--- config.mk ---
export PLATFORM = sky130hd
export DESIGN_NAME = lif_neuron4
export DESIGN_NICKNAME = d
export VERILOG_FILES = /design/src/rtl/lif_neuron4.sv
export SDC_FILE = /design/constraint.sdc
export NUM_CORES = 1
export LEC_CHECK = 0
export CAP_MARGIN = 15
export CORE_MARGIN = 2
export CORE_UTILIZATION = 30
export CTS_CLUSTER_DIAMETER = 30
export DETAILED_ROUTE_END_ITERATION = 8
export DONT_BUFFER_PORTS = 1
export SLEW_MARGIN = 20
export SYNTH_ARGS = -nofsm -noshare
export SYNTH_HDL_FRONTEND = slang
export SYNTH_SLANG_ARGS = --single-unit
--- constraint.sdc ---
create_clock -name clk -period 9.2 [get_ports clk]
set_clock_uncertainty 0.05 [all_clocks]
set_input_delay 2.76 -clock clk [delete_from_list [all_inputs] [get_ports clk]]
set_output_delay 2.76 -clock clk [all_outputs]
set_load 0.02 [all_outputs]
--- src/rtl/lif_neuron4.sv ---
// ----------------------------------------------------------------------------
// lif_neuron4
//
// Four-input leaky integrate-and-fire neuron. Each cycle the 4-bit weights of
// the active pre-synaptic inputs are summed, the 8-bit membrane potential is
// leaked by v >> LEAK_SHIFT and the sum added (saturating at 255). When the
// new potential reaches THRESHOLD the neuron emits a one-cycle post_spike,
// clears the membrane, spends one FIRE cycle and then REFRACT_CYCLES
// refractory cycles ignoring its inputs. The post_spike feeds the STDP block,
// whose weight updates come back in through weight_in / weight_load.
//
// Parameters:
//   THRESHOLD      firing threshold (fire when next potential >= THRESHOLD)
//   LEAK_SHIFT     leak per cycle is v >> LEAK_SHIFT, legal 1..7
//   REFRACT_CYCLES refractory length in cycles, legal 0..15
//
// Ports:
//   clk           clock, all state changes on the rising edge
//   rst_n         synchronous active-low reset
//   pre_spike     [3:0]  pre-synaptic spikes, level-sampled every edge
//   weight_in     [15:0] packed weights, synapse i = weight_in[4i+3:4i]
//   weight_load   captures weight_in into all four weight registers
//   post_spike    registered one-cycle fire pulse
//   membrane      [7:0]  membrane potential register
//   neuron_state  [1:0]  0 = INTEGRATE, 1 = FIRE, 2 = REFRACT
//   spike_count   [7:0]  saturating count of fired spikes
// ----------------------------------------------------------------------------
module lif_neuron4 #(
    parameter logic [7:0]  THRESHOLD      = 8'd32,
    parameter int unsigned LEAK_SHIFT     = 3,
    parameter int unsigned REFRACT_CYCLES = 3
) (
    input  logic        clk,
    input  logic        rst_n,
    input  logic [3:0]  pre_spike,
    input  logic [15:0] weight_in,
    input  logic        weight_load,
    output logic        post_spike,
    output logic [7:0]  membrane,
    output logic [1:0]  neuron_state,
    output logic [7:0]  spike_count
);

    typedef enum logic [1:0] {
        ST_INTEGRATE = 2'd0,
        ST_FIRE      = 2'd1,
        ST_REFRACT   = 2'd2,
        ST_ILLEGAL   = 2'd3
    } state_e;

    // Counter value loaded on leaving FIRE; unused when REFRACT_CYCLES is 0.
    localparam logic [3:0] REFR_LOAD =
        (REFRACT_CYCLES == 0) ? 4'd0 : 4'(REFRACT_CYCLES - 1);

    state_e          state_q, state_d;
    logic [3:0]      refr_cnt_q, refr_cnt_d;
    logic            post_spike_q, post_spike_d;
    logic [7:0]      membrane_q, membrane_d;
    logic [7:0]      spike_count_q, spike_count_d;
    logic [3:0][3:0] w_q, w_d;

    logic [5:0] syn_sum;
    logic [7:0] leaked;
    logic [8:0] v_sum;
    logic [7:0] v_next;

    // ------------------------------------------------------------------
    // Synaptic input and membrane update (always the old weights)
    // ------------------------------------------------------------------
    always_comb begin
        // NOTE: blocking assignments here build an accumulation chain inside
        // one combinational evaluation; registers elsewhere use <= only.
        syn_sum = '0;
        for (int i = 0; i < 4; i++) begin
            if (pre_spike[i]) begin
                syn_sum = syn_sum + {2'b00, w_q[i]};
            end
        end
    end

    // Truncating shift: potentials below 2^LEAK_SHIFT do not decay.
    assign leaked = membrane_q - (membrane_q >> LEAK_SHIFT);
    assign v_sum  = {1'b0, leaked} + {3'b000, syn_sum};
    assign v_next = v_sum[8] ? 8'hFF : v_sum[7:0];

    // ------------------------------------------------------------------
    // Next-state and output logic
    // ------------------------------------------------------------------
    always_comb begin
        // NOTE: every variable gets a default first so no path infers a latch.
        state_d       = state_q;
        refr_cnt_d    = refr_cnt_q;
        post_spike_d  = 1'b0;
        membrane_d    = membrane_q;
        spike_count_d = spike_count_q;
        w_d           = weight_load ? weight_in : w_q;

        case (state_q)
            ST_INTEGRATE: begin
                if (v_next >= THRESHOLD) begin
                    membrane_d   = 8'd0;
                    post_spike_d = 1'b1;
                    state_d      = ST_FIRE;
                    if (spike_count_q != 8'hFF) begin
                        spike_count_d = spike_count_q + 8'd1;
                    end
                end else begin
                    membrane_d = v_next;
                end
            end
            ST_FIRE: begin
                membrane_d = 8'd0;
                if (REFRACT_CYCLES == 0) begin
                    state_d = ST_INTEGRATE;
                end else begin
                    state_d    = ST_REFRACT;
                    refr_cnt_d = REFR_LOAD;
                end
            end
            ST_REFRACT: begin
                membrane_d = 8'd0;
                if (refr_cnt_q == 4'd0) begin
                    state_d = ST_INTEGRATE;
                end else begin
                    refr_cnt_d = refr_cnt_q - 4'd1;
                end
            end
            default: begin
                // Unreachable encoding: fall back to a clean integrate state.
                state_d    = ST_INTEGRATE;
                membrane_d = 8'd0;
            end
        endcase
    end

    // ------------------------------------------------------------------
    // State registers
    // ------------------------------------------------------------------
    always_ff @(posedge clk) begin
        if (!rst_n) begin
            // NOTE: the weight file is only four small flops, so it is reset
            // with everything else and the neuron never sees unknown weights.
            state_q       <= ST_INTEGRATE;
            refr_cnt_q    <= 4'd0;
            post_spike_q  <= 1'b0;
            membrane_q    <= 8'd0;
            spike_count_q <= 8'd0;
            w_q           <= '0;
        end else begin
            state_q       <= state_d;
            refr_cnt_q    <= refr_cnt_d;
            post_spike_q  <= post_spike_d;
            membrane_q    <= membrane_d;
            spike_count_q <= spike_count_d;
            w_q           <= w_d;
        end
    end

    assign post_spike   = post_spike_q;
    assign membrane     = membrane_q;
    assign neuron_state = state_q;
    assign spike_count  = spike_count_q;

endmodule

==> results of run 1 <==
==> worst paths after layout <==
check | endpoint | slack [ns] | cells past startpoint
worst max-delay path | spike_count[5]$_SDFFE_PN0P_ | 2.23 | 24
worst min-delay path | w_q[3]$_SDFFE_PN0P_ | 0.47 | 2
worst max register to register | spike_count[5]$_SDFFE_PN0P_ | 4.33 | 24
worst min register to register | w_q[3]$_SDFFE_PN0P_ | 0.47 | 2
==> layout by cell type, fill, tap and decap left out, types with 2 or more instances in the layout <==
cell type / n
a211oi_1: 2
a21o_1: 4
a21oi_1: 17
a21oi_2: 2
and2_1: 3
and3_4: 2
clkbuf_8: 6
conb_1: 3
dfxtp_1: 39
fa_1: 5
ha_1: 24
inv_1: 24
maj3_2: 2
mux2_2: 6
mux2i_1: 27
nand2_1: 21
nand2b_1: 10
nand3_1: 3
nand4_1: 5
nor2_1: 15
nor2b_1: 22
nor3_2: 3
nor4_1: 5
o21a_1: 5
o21ai_0: 6
o21ai_1: 2
o22ai_1: 2
xnor2_1: 12
xor2_1: 4
==> cell type report <==
cell class	instances	share of cell area
clock buffers	6	0.02780
clock inverters	2	0.01179
inverters	24	0.03033
multi-input cells	232	0.6217
flip-flops and latches	39	0.2628
well taps	108	0.04549
==> sequential cells by signal, summed over array words and instances, names as in the netlist <==
signal and flops:
neuron_state 2, refr_cnt_q 4, membrane 8, w_q 16, spike_count 8, post_spike 1
==> stage by stage <==
stage	total power [mW]	std cells	hold slack, ns
final	0.4839	411	0.4701
after global routing	0.5167	411	0.5056
after CTS	0.4916	411	0.4743
after detailed placement	0.3371	403	0.4526
after global placement	0.3337	403	0.4440
after floorplan	0.3183	304	0.4237
==> per-layer routing <==
metal | GRT usage | wire length (um)
met5 | 0 | 0
met3 | 0.03273 | 291
met4 | 0.03161 | 55
met2 | 0.1809 | 2485
met1 | 0.1437 | 2548
==> logic make-up (layout without fill, tap and decap cells) <==
group	after synthesis	after routing	share of synthesized area
AND/OR/NAND/NOR	97	97	0.2000
AO/OA/AOI/OAI	51	51	0.1341
flip-flops	39	39	0.2836
multiplexers	34	34	0.1282
buffers and inverters	33	32	0.04818
adder cells (fa/ha/maj)	31	31	0.1536
XOR/XNOR	16	16	0.05091
other	1	3	0.001362
==> report_power, final <==
| part | leakage (nW) | switching [mW] | internal (mW) |
|---|---|---|---|
| logic | 0.890 | 0.0670 | 0.0595 |
| registers | 0.320 | 0.0252 | 0.181 |
| clock network | 0.0612 | 0.0629 | 0.0878 |
==> worst register-to-register path, stage by stage, from the launching register on <==
cell and delay [ns]:
dfxtp_1 0.34, and2_1 0.14, ha_1 0.16, inv_1 0.05, fa_1 0.40, xnor2_1 0.16, nand2_1 0.08, xnor2_1 0.21
ha_1 0.30, and2_1 0.18, o21ai_0 0.17, o21a_1 0.18, ha_1 0.27, a21oi_1 0.17, nor2b_1 0.06, o21ai_0 0.19
xnor2_1 0.16, xnor2_1 0.14, ha_1 0.26, inv_1 0.09, o22ai_1 0.10, or2_2 0.33, a21boi_4 0.28, a21oi_1 0.14
mux2i_1 0.14
==> impl_summary.txt, run 1 <==
----------------------------------------------------
[Run status]
  Result of the run ... complete, no violations

[Clock network]
  Worst-skew pair later-pin latency ... 0.29 ns
  Number of sinks on the clock net ... 39
  Post-CTS Hold Fix Bufs ... 0
  Post-cts repair resize count ... 0
  CTS tree ... yes
  Number of setup buffers added after CTS ... 0
  Clk root buf ... clkbuf_8
  Clock-pin slew of the registers on the worst-case setup and hold paths ... 0.08 ns
  Inserted Clock Buffers ... 5
  Buffer levels on the longest clock path ... 2
  CTS H-Tree Depth ... 2

[Drt]
  Drt wl/cell ... 13.09 um
  Via-per-instance ratio ... 4.920
  Remaining routing DRC violations ... 0
  ANT nets after route ... 0
  Via Count ... 2022
  Initial drt markers ... 62
  Pre-antenna DRT Iters ... 4
  Total detailed-routing wirelength ... 5381 um

[Run]
  Max cap viols ... 0

[STA]
  Setup repair after global routing missed its margin ... no
  Relative slew slack ... 0.6209
  Sum of negative setup slack ... 0 ns
  Final hold violation count ... 0
  Total count of max-transition violations in the final report ... 0
  Min setup slack post-route ... 2.226 ns
  Actual transition at the worst max-transition pin ... 0.5679 ns
  Final number of setup-violating endpoints ... 0
  Maximum clock frequency ... 143.4 MHz
  Time the final worst path needs with I/O delays and setup ... 6.974 ns
  Final Cycle Share ... 0.7580

[Worst setup path]
  Kind of end point of the critical path ... register
  Data required time of the worst path ... 9.33 ns
  Critical path, cell by cell ... and2_1 -> ha_1 -> inv_1 -> fa_1 -> xnor2_1 -> nand2_1 -> xnor2_1 -> ha_1 -> and2_1 -> o21ai_0 -> o21a_1 -> ha_1 -> a21oi_1 -> nor2b_1 -> o21ai_0 -> xnor2_1 -> xnor2_1 -> ha_1 -> inv_1 -> o22ai_1 -> or2_2 -> a21boi_4 -> a21oi_1 -> mux2i_1
  Worst path bufs/invs ... 2
  CP top delay family ... adder cells
  Delay of the slowest cell on the worst path ... 0.40 ns
  Critical path peak fanout ... 9
  Start point of the critical path ... pre_spike[0]
  Path type of the worst setup path ... in -> reg
  Critical path launch point type ... primary input
  Cell with the largest stage delay on the worst path ... fa_1
  RR Startpoint ... w_q[0]$_SDFFE_PN0P_
  Arrival time of data at the critical path endpoint ... 7.10 ns

[Floorplan]
  Standard-cell rows ... 34
  I/O Pins ... 42
  Effective utilization at floorplan ... 0.3126
  DIE AREA ... 9958 um2
  Core Box Area ... 8806 um2
  Vert. Die Dim ... 99.79 um
  Die extent in x ... 99.79 um

[Power and ir drop]
  Worst voltage drop across the vdd grid ... 0.07674 mV
  Power Density ... 162.9 nW/um2
  Leak ... 1.271 nW

[GRT]
  Total global routing track utilization ... 0.1112
  Global-route wire length before repair ... 8997 um
  Pin count of the biggest net entering global routing ... 40
  Vias in the first global route ... 1907
  GRT overflow ... 0
  Number of antenna violations at the first check in global routing ... 0

[Synthesis]
  Number of synthesized flops with an enable pin ... 0
  Warning count from the yosys run ... 0
  Post-synthesis sequential area ratio ... 0.2836
  Most repeated cell in the gate-level netlist after synthesis ... dfxtp_1
  FFs w/ async S/R, synth ... 0
  Top area cells in the synthesized netlist ... dfxtp_1 28%, ha_1 11%, mux2i_1 9.8%, nor2b_1 5.0%, xnor2_1 3.8%
  Ys flop type ... dfxtp_1
  Post-Synthesis Cells ... 302
  Most instantiated cells after synthesis ... 39 x dfxtp_1, 27 x mux2i_1, 24 x ha_1, 24 x inv_1, 22 x nor2b_1
  Average instance area after synthesis ... 9.115 um2
  Count of unique library cells instantiated by Yosys ... 51
  Cell type contributing the most total cell area after synthesis ... dfxtp_1
  Netlist Area Pre-Place ... 2753 um2
  Fraction of post-synthesis cell area in the top cell type by area ... 0.2836
  Total of flip-flops plus latches after synthesis ... 39

[Cells and area]
  # diodes ... 0
  Area growth from synthesis to layout ... 7.909%
  Share of post-route cells with drive strength above 1 ... 0.1056
  Utilization after layout ... 0.3373
  Nets ... 354
  Area of combinational cells with multiple inputs ... 1847 um2
  Filler Cells Inserted ... 904
  Storage cell area ... 780.7 um2
  Post-route cell area ... 2970 um2

[Place]
  Port Buf Inserts ... 0
  Post-Place Setup Slack ... 1.895 ns
  Post-detail-place hpwl ... 4217 um
  GPL Wtd Cong ... 0.7957
  Total placed instance area ... 2853 um2

[Worst hold path]
  Hold path start ... w_q[3]$_SDFFE_PN0P_
  Hold WC Path Type ... reg -> reg

----------------------------------------------------
No activity file was read; power rests on OpenSTA's default activity.
==> inputs of run 2 (changes only) <==
==> constraint.sdc (replaced) <==
create_clock -name clk -period 7.08 [get_ports clk]
set_clock_uncertainty 0.05 [all_clocks]
set_input_delay 2.124 -clock clk [delete_from_list [all_inputs] [get_ports clk]]
set_output_delay 2.124 -clock clk [all_outputs]
set_load 0.02 [all_outputs]
==> run 2 against run 1 <==
Compared with the run above: critical path depth is 1 lower; sequential cell count stayed put; setup slack worse by 1.5 ns; highest routed layer unchanged; global-route usage hardly changed; critical path type unchanged; die area stayed put; core utilization is 0.20 points lower.
==> impl_summary.txt, run 2 (synthesis results as in run 1) <==
----------------------------------------------------
[STA]
  Actual transition at the worst max-transition pin ... 0.5608 ns (-0.007112 ns)
  Setup repair after global routing missed its margin ... no
  Final number of setup-violating endpoints ... 0 (unchanged)
  Final hold violation count ... 0 (unchanged)
  Sum of negative setup slack ... 0 ns (unchanged)
  Final hold slack ... 0.4668 ns (-0.003258 ns)
  Time the final worst path needs with I/O delays and setup ... 6.371 ns
  Total count of max-transition violations in the final report ... 0 (unchanged)
  Relative slew slack ... 0.6256 (+0.004748)
  Final Cycle Share ... 0.8999
  Maximum clock frequency ... 157.0 MHz

[Worst hold path]
  Hold path start ... w_q[3]$_SDFFE_PN0P_
  Hold WC Path Type ... reg -> reg

[Worst setup path]
  Data required time of the worst path ... 7.20 ns (-2.13 ns)
  RR Startpoint ... w_q[0]$_SDFFE_PN0P_
  Arrival time of data at the critical path endpoint ... 6.49 ns (-0.61 ns)
  Register-to-Register Setup Slack ... 2.19 ns (-2.14 ns)
  FF-to-FF End ... spike_count[5]$_SDFFE_PN0P_
  Critical path peak fanout ... 9 (unchanged)
  Start point of the critical path ... pre_spike[0]
  Kind of end point of the critical path ... register
  Path type of the worst setup path ... in -> reg
  Length in cells of the worst reg-to-reg path ... 22 (-8.3%)
  Critical path destination ... spike_count[5]$_SDFFE_PN0P_
  Critical path launch point type ... primary input

[Cells and area]
  Share of post-route cells with drive strength above 1 ... 0.1023 (-0.003300)
  Leading cell types in the layout, fill and taps excluded ... 39 x dfxtp_1, 27 x mux2i_1, 24 x inv_1, 24 x ha_1, 22 x nor2b_1
  Number of flip-flops in the largest register ... 16 (unchanged)
  Leading cell type in the layout, fill and taps excluded ... dfxtp_1
  Area growth from synthesis to layout ... 7.273%
  Top reg by flops ... w_q
  # diodes ... 0 (unchanged)
  Nets ... 354 (unchanged)
  Cell Count, Final, Fillers Out ... 411 (unchanged)
  Utilization after layout ... 0.3353 (-0.001989)
  Filler Cells Inserted ... 905 (+0.11%)

[Drt]
  Remaining routing DRC violations ... 0 (unchanged)
  Pre-antenna DRT Iters ... 4 (unchanged)
  Initial drt markers ... 94 (+52%)
  Drt wl/cell ... 13.07 um (-0.20%)
  Via-per-instance ratio ... 4.900 (-0.40%)
  ANT nets after route ... 0 (unchanged)
  Via Count ... 2014 (-0.40%)
  Total detailed-routing wirelength ... 5370 um (-0.20%)

[Floorplan]
  Die extent in x ... 99.79 um (unchanged)
  DIE AREA ... 9958 um2 (unchanged)
  Standard-cell rows ... 34 (unchanged)
  I/O Pins ... 42 (unchanged)
  Vert. Die Dim ... 99.79 um (unchanged)
  Effective utilization at floorplan ... 0.3126 (unchanged)
  Core Box Area ... 8806 um2 (unchanged)

[Clock network]
  Post-cts repair resize count ... 0 (unchanged)
  Number of sinks on the clock net ... 39 (unchanged)
  Post-CTS Hold Fix Bufs ... 0 (unchanged)
  CTS H-Tree Depth ... 2 (unchanged)
  CTS tree ... yes
  Number of setup buffers added after CTS ... 0 (unchanged)
  Clk root buf ... clkbuf_8
  Worst-skew pair later-pin latency ... 0.28 ns (about the same)
  Clock-pin slew of the registers on the worst-case setup and hold paths ... 0.08 ns (about the same)
  Buffer levels on the longest clock path ... 2 (unchanged)
  Inserted Clock Buffers ... 5 (unchanged)

[GRT]
  GRT overflow ... 0 (unchanged)
  Total global routing track utilization ... 0.1113 (+0.0001302)
  Pin count of the biggest net entering global routing ... 40 (unchanged)
  Vias in the first global route ... 1946 (+2.0%)
  Global-route wire length before repair ... 9052 um (+0.61%)
  Number of antenna violations at the first check in global routing ... 0 (unchanged)

[Place]
  DP Cell Count ... 403 (unchanged)
  Post-detail-place hpwl ... 4209 um (-0.19%)
  Port Buf Inserts ... 0 (unchanged)
  GPL Wtd Cong ... 0.8021 (+0.80%)

[Run status]
  Result of the run ... complete, no violations

[Run]
  Max cap viols ... 0 (unchanged)

[Power and ir drop]
  Post-layout total power ... 0.6007 mW (+24%)
  Power Density ... 203.4 nW/um2 (+25%)
  Worst voltage drop across the vdd grid ... 0.1030 mV (+34%)
  Sw power ... 0.1985 mW (+28%)
  Net switching share of the total power ... 0.3304 (+0.009874)
  Total internal power ... 0.4022 mW (+22%)
  Portion of total power attributed to sequential cells ... 0.447 (+0.020)
  Portion of total power attributed to combinational logic ... 0.274 (+0.012)
  Leak ... 1.262 nW (-0.76%)
  Fraction of power consumed by the clock network ... 0.279 (-0.033)

----------------------------------------------------
[run 2: cell types whose count changed in the layout (fill, tap and decap cells not counted)]
| cell | before | now |
|---|---|---|
| bufinv_16 | 1 | 0 |
| clkbuf_1 | 0 | 1 |
| clkbuf_8 | 6 | 7 |
| clkinv_2 | 1 | 0 |
[run 2: per-stage QoR]
step	setup slack, ns	area (um2)
floorplan	0.7214	2760
global placement	0.4626	2853
detailed placement	0.3905	2853
CTS	0.7051	2953
global route	0.3154	2953
finish	0.7089	2953
[run 2: power groups by stage]
stage	logic (mW)	registers [mW]	clock network, mW
floorplan	0.149	0.265	0
global placement	0.160	0.274	0
detailed placement	0.164	0.274	0
CTS	0.165	0.269	0.176
global route	0.188	0.271	0.184
finish	0.165	0.268	0.168
[run 2: layout make-up]
cell class | instances | area, um2 | share of cell area
tap | 108 | 135.1 | 0.04576
multi-input combinational | 232 | 1847 | 0.6254
sequential | 39 | 780.7 | 0.2644
clock buffer | 8 | 100.1 | 0.03390
inverter | 24 | 90.09 | 0.03051
[run 2: how the worst min path moves through the flow]
stage                      endpoint  slack, ns  cells past startpoint
2_1_floorplan   w_q[0]$_SDFFE_PN0P_       0.42                      2
3_3_place_gp    w_q[0]$_SDFFE_PN0P_       0.44                      2
3_5_place_dp    w_q[3]$_SDFFE_PN0P_       0.45                      2
4_1_cts         w_q[3]$_SDFFE_PN0P_       0.47                      2
5_1_grt        w_q[15]$_SDFFE_PN0P_       0.51                      2
6_report        w_q[3]$_SDFFE_PN0P_       0.47                      2
[run 2: routing by layer]
metal | vias to the layer above | track usage | wire length [um]
met5 | - | 0 | 0
met4 | 0 | 0.02845 | 48
met3 | 4 | 0.02925 | 253
met2 | 31 | 0.1783 | 2468
met1 | 935 | 0.1497 | 2600
li1 | 1044 | - | -
[run 2: critical path, cell delays in order]
cell and delay, ns:
and2_1 0.15, ha_1 0.19, inv_1 0.07, fa_1 0.39
mux2i_1 0.27, ha_1 0.29, a21o_1 0.17, a21oi_1 0.22
xnor2_1 0.15, nand2_1 0.07, o21ai_1 0.11, ha_1 0.29
nor2b_1 0.14, o21ai_0 0.20, xnor2_1 0.12, xnor2_1 0.14
ha_1 0.32, inv_1 0.09, o22ai_1 0.10, or2_2 0.33
a21boi_4 0.28, a21oi_1 0.13, mux2i_1 0.14
